### src/rtl/serial_adder_pkg.sv
// Shared definitions for the bit-serial adder: FSM state encoding and
// the legal operand-width range.
package serial_adder_pkg;

  typedef enum logic [1:0] {
    ST_IDLE  = 2'd0,
    ST_SHIFT = 2'd1,
    ST_DONE  = 2'd2
  } state_t;

  localparam int unsigned WIDTH_MIN = 2;
  localparam int unsigned WIDTH_MAX = 32;

endpackage

### src/rtl/fa_cell.sv
// Combinational one-bit full adder built from two half-adder stages
// and an OR that merges their carries.
module fa_cell (
  input  logic x,
  input  logic y,
  input  logic cin,
  output logic s,
  output logic co
);

  logic w_s1;
  logic w_c1;
  logic w_c2;

  // First half adder: x + y
  assign w_s1 = x ^ y;
  assign w_c1 = x & y;

  // Second half adder: partial sum + carry in
  assign s    = w_s1 ^ cin;
  assign w_c2 = w_s1 & cin;

  assign co   = w_c1 | w_c2;

endmodule

### src/rtl/serial_adder.sv
// Bit-serial adder: latches two WIDTH-bit operands and adds them LSB-first,
// one bit per clock, through a single full-adder cell with a registered carry.
// Optional subtract mode is enabled by defining SERIAL_ADDER_SUB_EN, which
// adds the 'sub' input port.
module serial_adder
  import serial_adder_pkg::*;
#(
  parameter  int WIDTH = 8,
  localparam int CNT_W = $clog2(WIDTH)
) (
  input  logic             clk,
  input  logic             rst,
  input  logic             start,
  input  logic [WIDTH-1:0] a,
  input  logic [WIDTH-1:0] b,
`ifdef SERIAL_ADDER_SUB_EN
  input  logic             sub,
`endif
  output logic             busy,
  output logic             done,
  output logic [WIDTH-1:0] sum,
  output logic             cout
);

  if ((WIDTH < WIDTH_MIN) || (WIDTH > WIDTH_MAX)) begin : g_bad_width
    $error("serial_adder: WIDTH out of range");
  end

  state_t             r_state;
  logic [WIDTH-1:0]   r_a_sh;
  logic [WIDTH-1:0]   r_b_sh;
  logic               r_carry;
  logic [CNT_W-1:0]   r_cnt;
  logic               r_busy;
  logic               r_done;
  logic [WIDTH-1:0]   r_sum;
  logic               r_cout;

  logic               w_bit;
  logic               w_co;

  fa_cell u_fa (
    .x   (r_a_sh[0]),
    .y   (r_b_sh[0]),
    .cin (r_carry),
    .s   (w_bit),
    .co  (w_co)
  );

  // Control FSM and datapath. Result bits are shifted into the top of the
  // A shift register as A's bits are consumed from the bottom, so no separate
  // accumulator is needed: after WIDTH shifts it holds the full sum.
  always_ff @(posedge clk or posedge rst) begin
    if (rst) begin
      r_state <= ST_IDLE;
      r_a_sh  <= '0;
      r_b_sh  <= '0;
      r_carry <= 1'b0;
      r_cnt   <= '0;
      r_busy  <= 1'b0;
      r_done  <= 1'b0;
      r_sum   <= '0;
      r_cout  <= 1'b0;
    end else begin
      case (r_state)
        ST_IDLE, ST_DONE: begin
          r_done <= 1'b0;
          if (start) begin
            r_a_sh  <= a;
`ifdef SERIAL_ADDER_SUB_EN
            r_b_sh  <= sub ? ~b : b;
            r_carry <= sub;
`else
            r_b_sh  <= b;
            r_carry <= 1'b0;
`endif
            r_cnt   <= '0;
            r_busy  <= 1'b1;
            r_state <= ST_SHIFT;
          end else begin
            r_state <= ST_IDLE;
          end
        end
        ST_SHIFT: begin
          r_a_sh  <= {w_bit, r_a_sh[WIDTH-1:1]};
          r_b_sh  <= {1'b0, r_b_sh[WIDTH-1:1]};
          r_carry <= w_co;
          r_cnt   <= r_cnt + 1'b1;
          if (r_cnt == CNT_W'(WIDTH - 1)) begin
            r_sum   <= {w_bit, r_a_sh[WIDTH-1:1]};
            r_cout  <= w_co;
            r_busy  <= 1'b0;
            r_done  <= 1'b1;
            r_state <= ST_DONE;
          end
        end
        default: begin
          r_state <= ST_IDLE;
        end
      endcase
    end
  end

  assign busy = r_busy;
  assign done = r_done;
  assign sum  = r_sum;
  assign cout = r_cout;

endmodule
### config.mk
export PLATFORM = sky130hd
export DESIGN_NAME = serial_adder
export DESIGN_NICKNAME = d
export VERILOG_FILES = /design/src/rtl/serial_adder_pkg.sv /design/src/rtl/fa_cell.sv /design/src/rtl/serial_adder.sv
export SDC_FILE = /design/constraint.sdc
export NUM_CORES = 1
export LEC_CHECK = 0
export CAP_MARGIN = 30
export CORE_MARGIN = 4
export CORE_UTILIZATION = 35
export CTS_CLUSTER_DIAMETER = 50
export DETAILED_ROUTE_END_ITERATION = 6
export GPL_TIMING_DRIVEN = 1
export PLACE_DENSITY_LB_ADDON = 0.12
export SYNTH_ARGS = -nofsm -noshare
export SYNTH_HDL_FRONTEND = slang
export SYNTH_SLANG_ARGS = --single-unit
### constraint.sdc
create_clock -name clk -period 2.15 [get_ports clk]
set_input_delay 0.645 -clock clk [delete_from_list [all_inputs] [get_ports clk]]
set_output_delay 0.645 -clock clk [all_outputs]
set_load 0.005 [all_outputs]
==> out/summary.txt, run 1 <==
H-tree depth -> 2
Initial Util -> 36.4%
Synth warn -> 0
Grt ovf -> 0
Avg Synthesized Cell Area -> 11.2 sq um
Net Count, Synth -> 164
P per Cell Area -> 1350 nW/um^2
Storage cell area -> 826 sq um
# fillers -> 413
Multi-input gate area -> 667 sq um
Clock Latency Late Sink -> 0.29 ns
Post-synth EDFFs -> 0
Post-synthesis mux area share -> 11.8%
TritonCTS clock tree -> yes
Max-Cap Viols -> 0
Synth unique cells -> 26
Total vias in the final route -> 1,110
Layout Area Growth over Synthesis -> 27.2%
Drt wl/cell -> 13.8 microns
Quantity of I/O buffers inserted on ports -> 29
Worst-path clk slew -> 0.07 ns
Slew margin rel. -> 71.3%
Die height -> 75.5 microns
Longest Clk Path Bufs -> 2
Share of layout cells above drive strength 1 -> 12.6%
Worst path max stage delay -> 0.51 ns
Synth Instances -> 142
Startpoint Class -> flop
Kind of critical path -> flop to primary output
Worst Path Required -> 1.50 ns
FP Rows -> 24
Worst slew pin tran -> 0.430 ns
Fin crit period -> 1.81 ns
Most instantiated cells after synthesis -> dfrtp_1 (33), a21oi_1 (15), mux2i_1 (11), nor2b_1 (11)
RSZ-0062 raised after global routing -> no
Arr. time, crit path -> 1.16 ns
Antenna Cells -> 0
Die Area -> 5700 sq um
Drt initial violations -> 25
Crit-path max FO -> 3
Post-DP HPWL -> 2130 microns
Via density -> 4.89
Static leakage -> 0.000866 uW
Post-CTS sizing -> 0
Clock buffer count from CTS -> 5
Hold Buf Count CTS -> 0
Crit path capture type -> primary output
Placed cells -> 219
Delay-heaviest family, CP -> buffers and inverters
Top cells by area, synth -> dfrtp_1 (52%), mux2i_1 (6.9%), a211oi_1 (4.7%)
Synth Area in Adders -> 2.82%
Final net count -> 196
Ys async rst share -> 100%
Critical path cell sequence -> clkdlybuf4s50_1
Root Driver -> clkbuf_8
Crit-path slowest cell -> clkdlybuf4s50_1
Core Region -> 4380 sq um
Routed Antenna Nets -> 0
Largest family of logic cells by synthesized area -> compound AO/OA/AOI/OAI gates
Boundary Pins -> 30
Final period utilization -> 84.1%
Setup repair bufs after CTS -> 0
First-pass GRT wire length -> 5200 microns
Slew Viols, Final -> 0
Initial antenna violation count -> 0
Hold crit path type -> flop to flop
Peak VDD IR -> 0.526 mV
Clock skew -> 0.00305 ns
Number of synthesized register bits -> 33
DRC Markers -> 0
Total wire length -> 3130 microns
Final Hold Slack -> 0.478 ns
Mapped Area -> 1600 sq um
Vias in the first global route -> 1,118
Compound-Gate Fraction of Synth Area -> 16.5%
Count leader, synth -> dfrtp_1
Buf/Inv on CP -> 1
Simple-gate share of the synthesized area -> 10.0%
XOR/XNOR share of the synthesized area -> 0.549%
Drt first pass iters -> 4
TNS Setup -> 0 ns
Post-synth top area cell -> dfrtp_1
Final Hold Viols -> 0
Final setup violation count -> 0
Outcome -> complete, no violations
All-Layer GR Usage -> 12.3%
Fmax -> 553 MHz
Placer Congestion -> 0.769
Top cell type's share of synthesized area -> 51.8%
Die X-Extent -> 75.5 microns
Largest net degree at the start of global routing -> 34
Post-Layout Cell Count -> 227
Clk sink count -> 33
Main synth FF type -> dfrtp_1
Register area share after synthesis -> 51.8%
logic make-up (layout without fill, tap and decap cells):
kind of cell	after synthesis	after routing
fa+ha+maj	3	3
flops	33	33
xor+xnor	1	1
simple gates	26	26
mux	18	18
compound gates	44	44
buf+inv	17	50
stage by stage:
step / utilization [%] / power (uW) / area [sq um] / worst slack [ns]
6_report: 46.3 / 2750 / 2030 / 0.342
2_1_floorplan: - / 1860 / 1600 / 0.711
3_3_place_gp: 44.0 / 2230 / 1930 / 0.300
5_1_grt: 46.3 / 2990 / 2030 / 0.277
3_5_place_dp: 44.0 / 2270 / 1930 / 0.286
4_1_cts: 46.3 / 2800 / 2030 / 0.331
flip-flops by register name, indices dropped and copies added (netlist names):
| signal | cells |
|---|---|
| busy | 1 |
| sum | 8 |
| r_a_sh | 8 |
| done | 1 |
| r_carry | 1 |
| r_state | 2 |
| r_b_sh | 8 |
| cout | 1 |
| r_cnt | 3 |
layout by cell type, fill, tap and decap left out, drive strengths merged, types with 2 or more instances in the layout:
| cell type | netlist | final |
|---|---|---|
| a211oi | 10 | 10 |
| a21oi | 15 | 15 |
| a22o | 2 | 2 |
| buf | 9 | 5 |
| clkbuf | 0 | 7 |
| clkdlybuf4s50 | 0 | 29 |
| dfrtp | 33 | 33 |
| ha | 2 | 2 |
| inv | 8 | 8 |
| mux2 | 7 | 7 |
| mux2i | 11 | 11 |
| nand2 | 7 | 7 |
| nand2b | 4 | 4 |
| nor2b | 11 | 11 |
| o21ai | 10 | 10 |
| o22ai | 5 | 5 |
worst paths after layout:
path,from,end,slack [ns],depth (start not counted)
setup / recovery,busy,busy,0.34,1
hold / removal,sum[2],sum[2],0.48,2
setup reg to reg,r_cnt[0],cout,0.64,4
hold reg to reg,sum[2],sum[2],0.48,2
max in group asynchronous,rst,r_b_sh[4],1.10,3
min in group asynchronous,rst,sum[2],0.74,3
area by class of cell:
cell class	count	area share, %
multi-input cells	92	32.9
repair buffers	34	16.8
clock buffers	7	4.75
inverters	8	1.48
flip-flops and latches	33	40.7
clock inverters	1	0.247
well taps	52	3.21
metal layers:
metal | part of all wire, % | GRT usage [%]
met1 | 45 | 15.2
met2 | 48 | 18.8
met3 | 7.4 | 5.54
met4 | 0.45 | 4.66
met5 | 0 | 0
where the power goes:
| part | total (uW) | switching (uW) | internal [uW] |
|---|---|---|---|
| Clock | 513 | 224 | 289 |
| Sequential | 1120 | 197 | 924 |
| Combinational | 1110 | 479 | 635 |
| Total | 2750 | 900 | 1850 |
No activity file was read; power rests on OpenSTA's default activity.
==> run 2: changes to the inputs <==
clock period = 1.5 ns   (was 2.15 ns; I/O delays follow)
==> run 2 against run 1 <==
- non-clock buffer count rose by 6
- largest power group unchanged
- sequential cell count stayed put
- routed wire length up 0.19%
- combinational power up 40%
- sequential power is 45% higher
- cell count up 2.6%
- register-to-register slack worse by 0.54 ns
- critical endpoint is now r_carry
- via count grew 4.6%
- clock skew is 0.0045 ns higher
==> out/summary.txt, run 2 (synthesis results as in run 1) <==
Outcome -> complete, no violations
Post-DP HPWL -> 2200 microns (+3.3%)
Crit path capture type -> flop
Die Area -> 5700 sq um (unchanged)
DRC Markers -> 0 (unchanged)
Hold Crit Start -> sum[3]
Worst r2r dst -> r_carry
Placer Congestion -> 0.761 (-1.1%)
Initial antenna violation count -> 0 (unchanged)
Largest net degree at the start of global routing -> 34 (unchanged)
Delay-heaviest family, CP -> adder cells
Drt first pass iters -> 4 (unchanged)
Placement Cell Area -> 1980 sq um (+2.6%)
Share of layout cells above drive strength 1 -> 16.0% (+3.5 points)
Kind of critical path -> flop to flop
Storage cell area -> 826 sq um (unchanged)
Worst-path clk slew -> 0.07 ns (about the same)
TritonCTS clock tree -> yes
Routed Antenna Nets -> 0 (unchanged)
RSZ-0062 raised after global routing -> no
Hold-critical path endpoint -> sum[3]
Layout Area Growth over Synthesis -> 29.1%
Max-Cap Viols -> 0 (unchanged)
Crit-path slowest cell -> fa_1
Hold crit path type -> flop to flop
Design area -> 2060 sq um (+1.5%)
Crit-path max FO -> 3 (unchanged)
Most frequent cells in the layout -> dfrtp_1 (33), clkdlybuf4s50_1 (18), a21oi_1 (15)
Initial Util -> 36.4% (unchanged)
TNS Setup -> 0 ns (unchanged)
Slew margin rel. -> 77.7% (+6.4 points)
Combinational group share of total power -> 40.7% (+0.2 points)
Worst Path Required -> 1.67 ns (+0.17 ns)
Grt ovf -> 0 (unchanged)
Final Hold Slack -> 0.471 ns (-0.00695 ns)
Via density -> 4.98 (+1.9%)
Worst R2R Path Depth -> 3 (-1)
Drt wl/cell -> 13.5 microns (-2.4%)
Final Util -> 47.0% (+0.68 points)
H-tree depth -> 2 (unchanged)
First-pass GRT wire length -> 5380 microns (+3.5%)
Arr. time, crit path -> 1.58 ns (+0.42 ns)
Most common cell after layout, fill and taps aside -> dfrtp_1
R2r startpoint -> r_carry
Quantity of I/O buffers inserted on ports -> 29 (unchanged)
Clock buffer count from CTS -> 5 (unchanged)
Worst path max stage delay -> 0.45 ns (-0.06 ns)
All-Layer GR Usage -> 12.9% (+0.59 points)
Final period utilization -> 93.6%
FP Rows -> 24 (unchanged)
P_int -> 2510 uW (+36%)
Worst slew pin tran -> 0.335 ns (-0.0958 ns)
Final net count -> 202 (+3.1%)
Multi-input gate area -> 672 sq um (+0.75%)
Longest Clk Path Bufs -> 2 (unchanged)
Sequential Power Share -> 42.6% (+1.8 points)
Drt initial violations -> 34 (+36%)
Final setup violation count -> 0 (unchanged)
Psw -> 1290 uW (+43%)
Worst hold path stage count -> 2 (unchanged)
Antenna Cells -> 0 (unchanged)
Fmax -> 712 MHz
Static leakage -> 0.000908 uW (+4.9%)
Clk sink count -> 33 (unchanged)
Root Driver -> clkbuf_8
Peak VDD IR -> 0.788 mV (+50%)
Critical path cell sequence -> fa_1, mux2_2, a22o_1
Total wire length -> 3140 microns (+0.19%)
R2R Setup Slk -> 0.1 ns (-0.54 ns)
Clock Latency Late Sink -> 0.28 ns (about the same)
P per Cell Area -> 1850 nW/um^2 (+36%)
Vias in the first global route -> 1,183 (+5.8%)
Buf/Inv on CP -> 0 (-1)
Boundary Pins -> 30 (unchanged)
Total vias in the final route -> 1,161 (+4.6%)
Die height -> 75.5 microns (unchanged)
Final Hold Viols -> 0 (unchanged)
Startpoint Class -> flop
Switching Share -> 33.9% (+1.2 points)
Clock power frac -> 16.7% (-2.0 points)
Core Region -> 4380 sq um (unchanged)
Clock skew -> 0.00750 ns (+0.00445 ns)
Fin crit period -> 1.40 ns
Slew Viols, Final -> 0 (unchanged)
Die X-Extent -> 75.5 microns (unchanged)
# fillers -> 422 (+2.2%)
==> run 2: cell count changes in the layout (fill, tap and decap cells not counted) <==
cell	change
clkbuf_8	-2
ha_1	-2
buf_12	+1
dlygate4sd2_1	+11
clkbuf_1	+1
clkinv_2	+1
clkdlybuf4s50_1	-11
ha_2	+2
buf_4	+5
==> run 2: tightest hold or removal path, delay by kind of cell (launching register included) <==
family,cells,cell delay (ns)
AOI/OAI and AO/OA,1,0.05
DFF,1,0.34
and+or+nand+nor,1,0.04
==> run 2: worst max path at each step <==
| stage | slack [ns] | from | end | cells after the start |
|---|---|---|---|---|
| floorplan | 0.06 | r_cnt[0] | r_cnt[2] | 4 |
| finish | 0.1 | r_carry | r_carry | 3 |
| detailed placement | -0.19 | start | r_a_sh[4] | 5 |
| CTS | 0.02 | r_cnt[1] | r_cnt[2] | 4 |
| global route | 0.02 | r_cnt[1] | sum[3] | 6 |
| global placement | -0.15 | start | r_a_sh[3] | 5 |
==> run 2: cell type report <==
type	count	share of cell area [%]
flip-flops and latches	33	40.1
multi-input cells	92	32.6
repair buffers	40	18.7
clock buffers	6	3.52
well taps	52	3.16
inverters	8	1.46
clock inverters	2	0.486
==> run 2: repair_timing <==
action,4_1_cts,5_1_grt
pin swaps,0,1
gates resized for setup,11,2
hold buffers,0,0
setup endpoints to repair,11,2
setup buffers,1,0
cloned,0,0
==> run 2: per-stage QoR <==
stage / cells / total power (uW) / setup WS (ns)
floorplan: 142 / 2670 / 0.0606
global placement: 224 / 3240 / -0.146
detailed placement: 224 / 3290 / -0.190
CTS: 233 / 3870 / 0.0198
global route: 233 / 4180 / 0.0224
finish: 233 / 3800 / 0.0958
==> run 2: routing by layer <==
layer  global-route usage (%)  vias up  part of all wire (%)
met5                        0        -                     0
met4                     6.99        0                   2.3
met3                     4.09        8                   6.3
met2                     20.6       34                    47
met1                     15.4      545                    45
li1                         -      574                     -
==> run 2: power by group through the flow <==
stage	Combinational [uW]	Clock [uW]	Sequential [uW]
4_1_cts	1570	666	1630
3_3_place_gp	1610	0	1630
2_1_floorplan	1100	0	1570
3_5_place_dp	1640	0	1650
6_report	1550	637	1620
5_1_grt	1790	708	1680
==> run 3: changes to the inputs <==
PLACE_DENSITY = 0.63   (was unset)
PLACE_DENSITY_LB_ADDON = unset   (was 0.12)
==> run 3 against run 2 <==
- sequential share of layout area fell by 0.55 points
- critical path depth rose by 1
- core utilization rose by 0.66 points
- final area rose by 1.4%
- sequential power barely moved
- first-iteration DRC count rose by 44%
- clock-buffer cell count rose by 1
- total power rose by 6.1%
- clock skew rose by 0.0018 ns
- worst hold slack improved by 0.0021 ns
- sequential cell count did not move
- critical path type unchanged
- largest power group unchanged
==> out/summary.txt, run 3 (synthesis results as in run 1) <==
Outcome -> complete, no violations
Routed Antenna Nets -> 0 (unchanged)
Arr. time, crit path -> 1.63 ns (+0.05 ns)
Crit path capture type -> flop
P per Cell Area -> 1930 nW/um^2 (+4.7%)
Most frequent cells in the layout -> dfrtp_1 (33), clkdlybuf4s50_1 (18), a21oi_1 (15)
Max-Cap Viols -> 0 (unchanged)
Peak VDD IR -> 0.885 mV (+12%)
Placer Congestion -> 0.775 (+1.9%)
Slew margin rel. -> 77.2% (-0.45 points)
Worst-path clk slew -> 0.07 ns (about the same)
FP Rows -> 24 (unchanged)
Slew Viols, Final -> 0 (unchanged)
Via density -> 4.97 (-0.17%)
Kind of critical path -> flop to flop
Layout Area Growth over Synthesis -> 30.9%
Die height -> 75.5 microns (unchanged)
Crit-path slowest cell -> dfrtp_1
Final Hold Viols -> 0 (unchanged)
Placement Cell Area -> 1960 sq um (-0.76%)
DRC Markers -> 0 (unchanged)
Hold Buf Count CTS -> 0 (unchanged)
Quantity of I/O buffers inserted on ports -> 29 (unchanged)
R2R Setup Slk -> 0.05 ns (-0.04 ns)
Storage cell area -> 826 sq um (unchanged)
H-tree depth -> 2 (unchanged)
Worst Path Required -> 1.68 ns (about the same)
Total wire length -> 3180 microns (+1.2%)
First-pass GRT wire length -> 5310 microns (-1.2%)
Design area -> 2090 sq um (+1.4%)
Clock buffer count from CTS -> 5 (unchanged)
Crit-path max FO -> 2 (-1)
Worst path max stage delay -> 0.38 ns (-0.07 ns)
Critical path cell sequence -> ha_1, ha_1, mux2_1, a22o_1
Root Driver -> clkbuf_8
Longest Clk Path Bufs -> 2 (unchanged)
Worst slew pin tran -> 0.341 ns (+0.00676 ns)
Boundary Pins -> 30 (unchanged)
All-Layer GR Usage -> 12.3% (-0.58 points)
TritonCTS clock tree -> yes
Final period utilization -> 96.5% (+2.9 points)
Share of layout cells above drive strength 1 -> 14.9% (-1.1 points)
Final net count -> 202 (unchanged)
RSZ-0062 raised after global routing -> no
Largest net degree at the start of global routing -> 34 (unchanged)
Antenna Cells -> 0 (unchanged)
Buf/Inv on CP -> 0 (unchanged)
Initial antenna violation count -> 0 (unchanged)
Fmax -> 691 MHz (-3.0%)
Drt first pass iters -> 4 (unchanged)
Hold crit path type -> flop to flop
Die X-Extent -> 75.5 microns (unchanged)
Total vias in the final route -> 1,159 (-0.17%)
Vias in the first global route -> 1,214 (+2.6%)
Initial Util -> 36.4% (unchanged)
Fin crit period -> 1.45 ns (+0.0436 ns)
Core Region -> 4380 sq um (unchanged)
Clock Latency Late Sink -> 0.29 ns (about the same)
Drt wl/cell -> 13.6 microns (+1.2%)
Placed cells -> 222 (-0.89%)
Grt ovf -> 0 (unchanged)
Multi-input gate area -> 667 sq um (-0.74%)
Most frequent CP cell -> ha_1
Die Area -> 5700 sq um (unchanged)
# fillers -> 425 (+0.71%)
Most common cell after layout, fill and taps aside -> dfrtp_1
Startpoint Class -> flop
Delay-heaviest family, CP -> adder cells
Post-DP HPWL -> 2270 microns (+3.2%)
Static leakage -> 0.000927 uW (+2.0%)
Post-Layout Cell Count -> 233 (unchanged)
Clock skew -> 0.00928 ns (+0.00178 ns)
Clk sink count -> 33 (unchanged)
Final setup violation count -> 0 (unchanged)
Drt initial violations -> 49 (+44%)
-- run 3: cell count changes in the layout (fill, tap and decap cells not counted) --
cell / change
clkinv_2: -2
clkbuf_8: +1
bufinv_16: +1
ha_2: -2
ha_1: +2
-- run 3: timing repair --
item	in CTS	in global routing
gates resized for setup	11	0
setup buffers	2	1
endpoints found under the setup margin	11	1
cloned	0	0
-- run 3: area by class of cell --
cell class / count / area share (%)
clock inverter: 1 / 1.44
timing repair buffer: 40 / 18.4
sequential: 33 / 39.5
multi-input combinational: 92 / 31.9
tap: 52 / 3.12
inverter: 8 / 1.44
clock buffer: 7 / 4.13
-- run 3: worst reg2reg max path, stage by stage, from the launching register on --
cell and delay, ns:
dfrtp_1 0.38, ha_1 0.20, ha_1 0.26, mux2_1 0.28
a22o_1 0.23
-- run 3: path summary, 6_finish.rpt --
path,from,endpoint,depth (start not counted)
worst min register to register,sum[5],sum[5],2
worst max-delay path,r_cnt[0],r_cnt[2],4
min in group asynchronous,rst,r_a_sh[1],3
worst min-delay path,sum[5],sum[5],2
worst max register to register,r_cnt[0],r_cnt[2],4
max in group asynchronous,rst,r_cnt[0],3
-- run 3: metrics by stage --
| stage | hold WS, ns | util (%) | setup TNS [ns] | worst slack (ns) | power, uW |
|---|---|---|---|---|---|
| finish | 0.473 | 47.6 | 0 | 0.0522 | 4040 |
| global route | 0.516 | 47.6 | 0 | 0.00104 | 4380 |
| CTS | 0.482 | 47.5 | 0 | 0.0381 | 4090 |
| detailed placement | 0.471 | 44.8 | -1.97 | -0.185 | 3280 |
| global placement | 0.464 | 44.8 | -1.48 | -0.129 | 3190 |
| floorplan | 0.471 | - | 0 | 0.0606 | 2670 |
-- run 3: layer usage --
| metal | global-route usage (%) | up-vias | part of all wire (%) |
|---|---|---|---|
| met5 | 0 | - | 0 |
| met4 | 4.66 | 0 | 1.0 |
| met3 | 3.83 | 3 | 7.3 |
| met2 | 19.9 | 35 | 46 |
| met1 | 15.4 | 548 | 45 |
| li1 | - | 573 | - |
-- run 3: where the power goes --
part	internal, uW	switching, uW	total [uW]	leakage [uW]
clock	541	318	859	0.0000585
sequential	1320	303	1630	0.000392
combinational	871	678	1550	0.000476
total	2740	1300	4040	0.000927
